### src/rtl/chip_valve_sequencer.sv
`default_nettype none
// ============================================================================
//  Module   : chip_valve_sequencer
//  Brief    : Step-table sequencer for the ChIP pneumatic valve lines and the
//             3-valve peristaltic pump. Plays back host-loaded steps and
//             returns every line to the all-closed safe state when finished
//             or aborted.
//  Revision : 1.0 - initial release
// ============================================================================
module chip_valve_sequencer #(
    parameter int VALVE_W  = 16,
    parameter int DEPTH    = 16,
    parameter int DUR_W    = 16,
    parameter int PUMP_DIV = 4
) (
    input  logic                          clk,
    input  logic                          rst_n,
    input  logic                          cfg_we,
    input  logic [$clog2(DEPTH)-1:0]      cfg_addr,
    input  logic [VALVE_W+2+DUR_W-1:0]    cfg_wdata,
    input  logic [$clog2(DEPTH):0]        num_steps,
    input  logic                          start,
    input  logic                          abort,
    output logic                          busy,
    output logic                          done,
    output logic [$clog2(DEPTH)-1:0]      step_idx,
    output logic [VALVE_W-1:0]            valve_ctrl,
    output logic [2:0]                    pump_ctrl
);

    localparam int AW   = $clog2(DEPTH);
    localparam int NW   = AW + 1;
    localparam int WW   = VALVE_W + 2 + DUR_W;
    localparam int DIVW = (PUMP_DIV > 1) ? $clog2(PUMP_DIV) : 1;
    localparam logic [NW-1:0]   DEPTH_N  = NW'(DEPTH);
    localparam logic [DIVW-1:0] DIV_LAST = DIVW'(PUMP_DIV - 1);

    typedef enum logic [1:0] {
        S_IDLE = 2'd0,
        S_LOAD = 2'd1,
        S_RUN  = 2'd2,
        S_DONE = 2'd3
    } state_t;

    state_t               state;
    logic [WW-1:0]        mem [DEPTH];
    logic [WW-1:0]        rd_data;
    logic [AW-1:0]        rd_addr;
    logic [NW-1:0]        n_lat;
    logic [DUR_W-1:0]     dur_cnt;
    logic                 cur_en;
    logic                 cur_dir;
    logic [2:0]           phase;
    logic [DIVW-1:0]      div;

    // Decoded fields of the entry fetched for the upcoming step
    logic [DUR_W-1:0]     rd_dur;
    logic                 rd_dir;
    logic                 rd_en;
    logic [VALVE_W-1:0]   rd_mask;

    logic                 start_ok;
    logic                 more_steps;
    logic                 div_wrap;
    logic [DIVW-1:0]      div_nxt;
    logic [2:0]           phase_adv;
    logic [2:0]           phase_nxt;

    // Peristaltic valve pattern; phases 6/7 are unreachable and map to closed
    function automatic logic [2:0] pump_pattern(input logic [2:0] p);
        case (p)
            3'd0:    pump_pattern = 3'b011;
            3'd1:    pump_pattern = 3'b001;
            3'd2:    pump_pattern = 3'b101;
            3'd3:    pump_pattern = 3'b100;
            3'd4:    pump_pattern = 3'b110;
            3'd5:    pump_pattern = 3'b010;
            default: pump_pattern = 3'b111;
        endcase
    endfunction

    // While running, prefetch the next step so its entry is ready in LOAD;
    // otherwise keep entry 0 ready for the next start.
    assign rd_addr = (state == S_RUN) ? (step_idx + AW'(1)) : '0;

    assign rd_dur  = rd_data[DUR_W-1:0];
    assign rd_dir  = rd_data[DUR_W];
    assign rd_en   = rd_data[DUR_W+1];
    assign rd_mask = rd_data[VALVE_W+DUR_W+1:DUR_W+2];

    // Start qualification, step-end decision and next pump divider/phase
    always_comb begin
        start_ok   = start && !abort && (num_steps != '0) && (num_steps <= DEPTH_N);
        more_steps = (({1'b0, step_idx} + NW'(1)) < n_lat);
        div_wrap   = (div == DIV_LAST);
        div_nxt    = div_wrap ? '0 : (div + DIVW'(1));
        if (cur_dir) begin
            phase_adv = (phase == 3'd0) ? 3'd5 : (phase - 3'd1);
        end else begin
            phase_adv = (phase == 3'd5) ? 3'd0 : (phase + 3'd1);
        end
        phase_nxt = div_wrap ? phase_adv : phase;
    end

    // Step table: writable only while idle, registered read, never reset
    always_ff @(posedge clk) begin
        if (cfg_we && (state == S_IDLE)) begin
            mem[cfg_addr] <= cfg_wdata;
        end
        rd_data <= mem[rd_addr];
    end

    // Sequencer FSM with registered valve/pump outputs
    always_ff @(posedge clk or negedge rst_n) begin
        if (!rst_n) begin
            state      <= S_IDLE;
            busy       <= 1'b0;
            done       <= 1'b0;
            step_idx   <= '0;
            valve_ctrl <= '1;
            pump_ctrl  <= 3'b111;
            n_lat      <= '0;
            dur_cnt    <= '0;
            cur_en     <= 1'b0;
            cur_dir    <= 1'b0;
            phase      <= 3'd0;
            div        <= '0;
        end else begin
            done <= 1'b0;
            case (state)
                S_IDLE: begin
                    if (start_ok) begin
                        state    <= S_LOAD;
                        busy     <= 1'b1;
                        n_lat    <= num_steps;
                        step_idx <= '0;
                        phase    <= 3'd0;
                        div      <= '0;
                    end
                end
                S_LOAD: begin
                    if (abort) begin
                        state      <= S_IDLE;
                        busy       <= 1'b0;
                        valve_ctrl <= '1;
                        pump_ctrl  <= 3'b111;
                    end else begin
                        state      <= S_RUN;
                        valve_ctrl <= rd_mask;
                        dur_cnt    <= (rd_dur == '0) ? DUR_W'(1) : rd_dur;
                        cur_en     <= rd_en;
                        cur_dir    <= rd_dir;
                        pump_ctrl  <= rd_en ? pump_pattern(phase) : 3'b111;
                    end
                end
                S_RUN: begin
                    if (abort) begin
                        state      <= S_IDLE;
                        busy       <= 1'b0;
                        valve_ctrl <= '1;
                        pump_ctrl  <= 3'b111;
                    end else begin
                        if (cur_en) begin
                            div   <= div_nxt;
                            phase <= phase_nxt;
                        end
                        if (dur_cnt == DUR_W'(1)) begin
                            if (more_steps) begin
                                // Outputs hold through LOAD for a glitch-free handover
                                step_idx <= step_idx + AW'(1);
                                state    <= S_LOAD;
                            end else begin
                                state      <= S_DONE;
                                busy       <= 1'b0;
                                done       <= 1'b1;
                                valve_ctrl <= '1;
                                pump_ctrl  <= 3'b111;
                            end
                        end else begin
                            dur_cnt <= dur_cnt - DUR_W'(1);
                            if (cur_en) begin
                                pump_ctrl <= pump_pattern(phase_nxt);
                            end
                        end
                    end
                end
                default: begin
                    state <= S_IDLE;
                end
            endcase
        end
    end

endmodule
`default_nettype wire

### config.mk
export PLATFORM = sky130hd
export DESIGN_NAME = chip_valve_sequencer
export DESIGN_NICKNAME = d
export VERILOG_FILES = /design/src/rtl/chip_valve_sequencer.sv
export SDC_FILE = /design/constraint.sdc
export NUM_CORES = 1
export LEC_CHECK = 0
export ABC_CLOCK_PERIOD_IN_PS = 5000
export CORE_AREA = 2 2 325 327
export CTS_BUF_LIST = sky130_fd_sc_hd__clkbuf_4
export DETAILED_ROUTE_END_ITERATION = 12
export DIE_AREA = 0 0 327 329
export HOLD_SLACK_MARGIN = 0.12
export PLACE_DENSITY = 0.44
export SLEW_MARGIN = 5
export SYNTH_ARGS = -nofsm -noshare
export SYNTH_HDL_FRONTEND = slang
export SYNTH_SLANG_ARGS = --single-unit
### constraint.sdc
create_clock -name clk -period 5 [get_ports clk]
set_input_delay 1.5 -clock clk [delete_from_list [all_inputs] [get_ports clk]]
set_output_delay 1.5 -clock clk [all_outputs]
set_load 0.05 [all_outputs]
==> metrics.yaml <==
place_hpwl_um: 41370
fmax_mhz: 246.1
post-place-cells: 3066
syn2layout_area_growth_pct: 18.39
nNetsFinal: 1907
fill_cells: 10400
setup_viol: 0
grt_max_degree: 81
rsz0062_at_grt: "false"
finClkSkew_ns: 0.06699
routed_wl_um: 67770
cp.buffers_inverters: 1
gr-total-overflow: 0
wl_per_cell_um: 20.13
slew_headroom: 0.1754
fin_crit_sh: 0.8127
insertion_delay_ns: 1.01
cts.path.max_buffers: 3
vias: 15090
synth.top_cell.area_share: 0.6314
status: "finished clean"
ys_seq_elements: 633
worstPathCellList: "clkdlybuf4s50_1"
port-buffer-count: 72
cts_tree: "yes"
ant_nets: 0
maxCapViolCount: 0
synth-edff-count: 544
drv_slew: 0
arrival_ns: 2.56
post_cts_buffers: 0
htreeDepth: 4
cts_hold_buf: 0
core_area_um2: 104400
grt_pass1_wl_um: 101000
start_util: 0.2479
viasPerCell: 4.483
yosys.cell_types.count: 74
start_kind: "register"
slowest_stage: "clkdlybuf4s50_1"
syn_inst: 1664
synth_ff_type: "edfxtp_1"
track_usage: 0.1264
fin_crit_ns: 4.063
synthTopCellsByCount: "edfxtp_1, mux2i_1, nand2_1, nor2b_1, a31oi_1"
drt_iter0_drc: 811
dieArea_um2: 107600
yosys-top-cells-area: "edfxtp_1, mux2i_1, dfrtp_1, mux4_2, dfxtp_1"
num_rows: 119
peakVddDrop_mv: 0.2770
yosysTopAreaCell: "edfxtp_1"
yosys_warnings: 0
hp-class: "register to register"
synth_seq_area_share: 0.7119
drive_gt1_frac: 0.2119
cp-end-kind: "primary output"
numCtsBuffers: 168
hold_viol_final: 0
synth.most_common_cell: "edfxtp_1"
routabilityCongestion: 0.7530
netlist_area_um2: 25870
critPathTopFamily: "buffers and inverters"
antenna_found_initial: 12
final.setup.tns_ns: 0
ctsResizeCount: 0
root_buffer: "clkbuf_4"
fp.dieH_um: 329
cp_max_fo: 22
tightest_slew_ns: 1.234
pwr_density_cell_nw_per_um2: 474.0
dr.pass1.iters: 7
avgSynthCellArea_um2: 15.55
syn-num-nets: 1726
grt_pass1_vias: 15470
clk_pin_slew_ns: 0.06
io_pins: 73
async_reset_ff_frac: 0.08689
remaining_drc_errors: 0
clock-sinks: 633
required_ns: 3.50
critPathMaxStageDelay_ns: 0.90
fin_cells: 3367
worstSetupPathType: "register to primary output"
leakage_nw: 10.40
fp.dieW_um: 327
## sequential cells by signal (all words and copies together) (netlist names)
signal / cells
step_idx: 4
busy: 1
cur_en: 1
phase: 3
rd_data: 34
done: 1
div: 2
dur_cnt: 16
cur_dir: 1
mem: 544
pump_ctrl: 3
n_lat: 5
state: 2
valve_ctrl: 16
## layout make-up
class,instances,area [µm²],share of cell area
clock buffers,256,1922,0.06274
repair buffers,113,1174,0.03832
flip-flops and latches,633,18420,0.6014
clock inverters,37,239.0,0.007802
multi-input cells,910,7043,0.2299
diodes,8,20.02,0.0006536
well taps,1391,1740,0.05682
inverters,19,71.32,0.002328
## report_power, final
part           switching, mW  internal [mW]  total (mW)
combinational           2.20           1.26        3.46
clock                   2.12           2.47        4.59
sequential             0.302           6.16        6.47
total                   4.62           9.90        14.5
## cells by family (layout without fill, tap and decap cells)
kind of cell / Yosys count / after routing / share of synthesized area
compound gates: 259 / 259 / 0.06853
fa+ha+maj: 14 / 14 / 0.006771
simple gates: 378 / 378 / 0.07317
flops: 633 / 633 / 0.7119
other cells: 0 / 8 / 0
mux: 254 / 254 / 0.1163
xor+xnor: 5 / 5 / 0.001983
buf+inv: 121 / 425 / 0.02142
## layout by cell type, fill, tap and decap left out, types with 4 or more instances in the layout
| cell type | n |
|---|---|
| ha_1 | 13 |
| o211ai_1 | 5 |
| nand3_1 | 19 |
| nand4_1 | 4 |
| nor4_1 | 4 |
| diode_2 | 8 |
| o31ai_1 | 21 |
| mux2_2 | 10 |
| mux4_2 | 35 |
| nand2b_1 | 8 |
| buf_12 | 12 |
| mux2i_1 | 206 |
| a2bb2oi_1 | 4 |
| nor2_1 | 16 |
| a211oi_1 | 66 |
| nor3_1 | 21 |
| nor4_2 | 4 |
| o21ai_0 | 43 |
| nor2_4 | 12 |
| dfxtp_1 | 34 |
| a32oi_1 | 5 |
| nand2_1 | 168 |
| inv_2 | 5 |
| a21oi_1 | 16 |
| clkbuf_4 | 256 |
| nor2b_1 | 78 |
| or4_1 | 9 |
| dfstp_2 | 19 |
| dfrtp_1 | 35 |
| inv_1 | 19 |
| nor3_2 | 6 |
| buf_4 | 29 |
| clkinv_1 | 23 |
| edfxtp_1 | 544 |
| a31oi_1 | 71 |
| clkdlybuf4s50_1 | 71 |
## through the flow
step	worst slack, ns	instance area, µm²	util	total power, mW	hold slack, ns
2_1_floorplan	0.2552	25870	-	8.883	0.4389
3_3_place_gp	1.006	28450	0.2726	10.05	0.4511
3_5_place_dp	0.9447	28450	0.2726	10.09	0.4677
4_1_cts	0.7751	30610	0.2933	14.77	0.4815
5_1_grt	0.7707	30620	0.2934	15.33	0.5142
6_report	0.9365	30630	0.2935	14.52	0.4770
## layer usage
metal / up-vias / wire length (µm) / share of wire / GRT usage
li1: 6950 / - / - / -
met1: 7640 / 31840 / 0.47 / 0.1702
met2: 349 / 31090 / 0.46 / 0.1959
met3: 137 / 3319 / 0.049 / 0.03420
met4: 18 / 1416 / 0.021 / 0.04497
met5: - / 103 / 0.0015 / 0
## worst paths after layout
| path | start | depth (start not counted) | slack, ns | to |
|---|---|---|---|---|
| hold reg to reg | rd_data[16]$_DFF_P_ | 1 | 0.48 | cur_dir$_DFFE_PN0P_ |
| min in group asynchronous | rst_n | 1 | 0.65 | dur_cnt[14]$_DFFE_PN0P_ |
| max in group asynchronous | rst_n | 2 | 3.48 | valve_ctrl[3]$_DFFE_PN1P_ |
| setup reg to reg | step_idx[0]$_DFFE_PN0P_ | 8 | 1.50 | pump_ctrl[1]$_DFFE_PN1P_ |
| hold / removal | rd_data[16]$_DFF_P_ | 1 | 0.48 | cur_dir$_DFFE_PN0P_ |
| setup / recovery | step_idx[0]$_DFFE_PN0P_ | 1 | 0.94 | step_idx[0] |
Note: power is estimated with default switching activity, not from simulation.
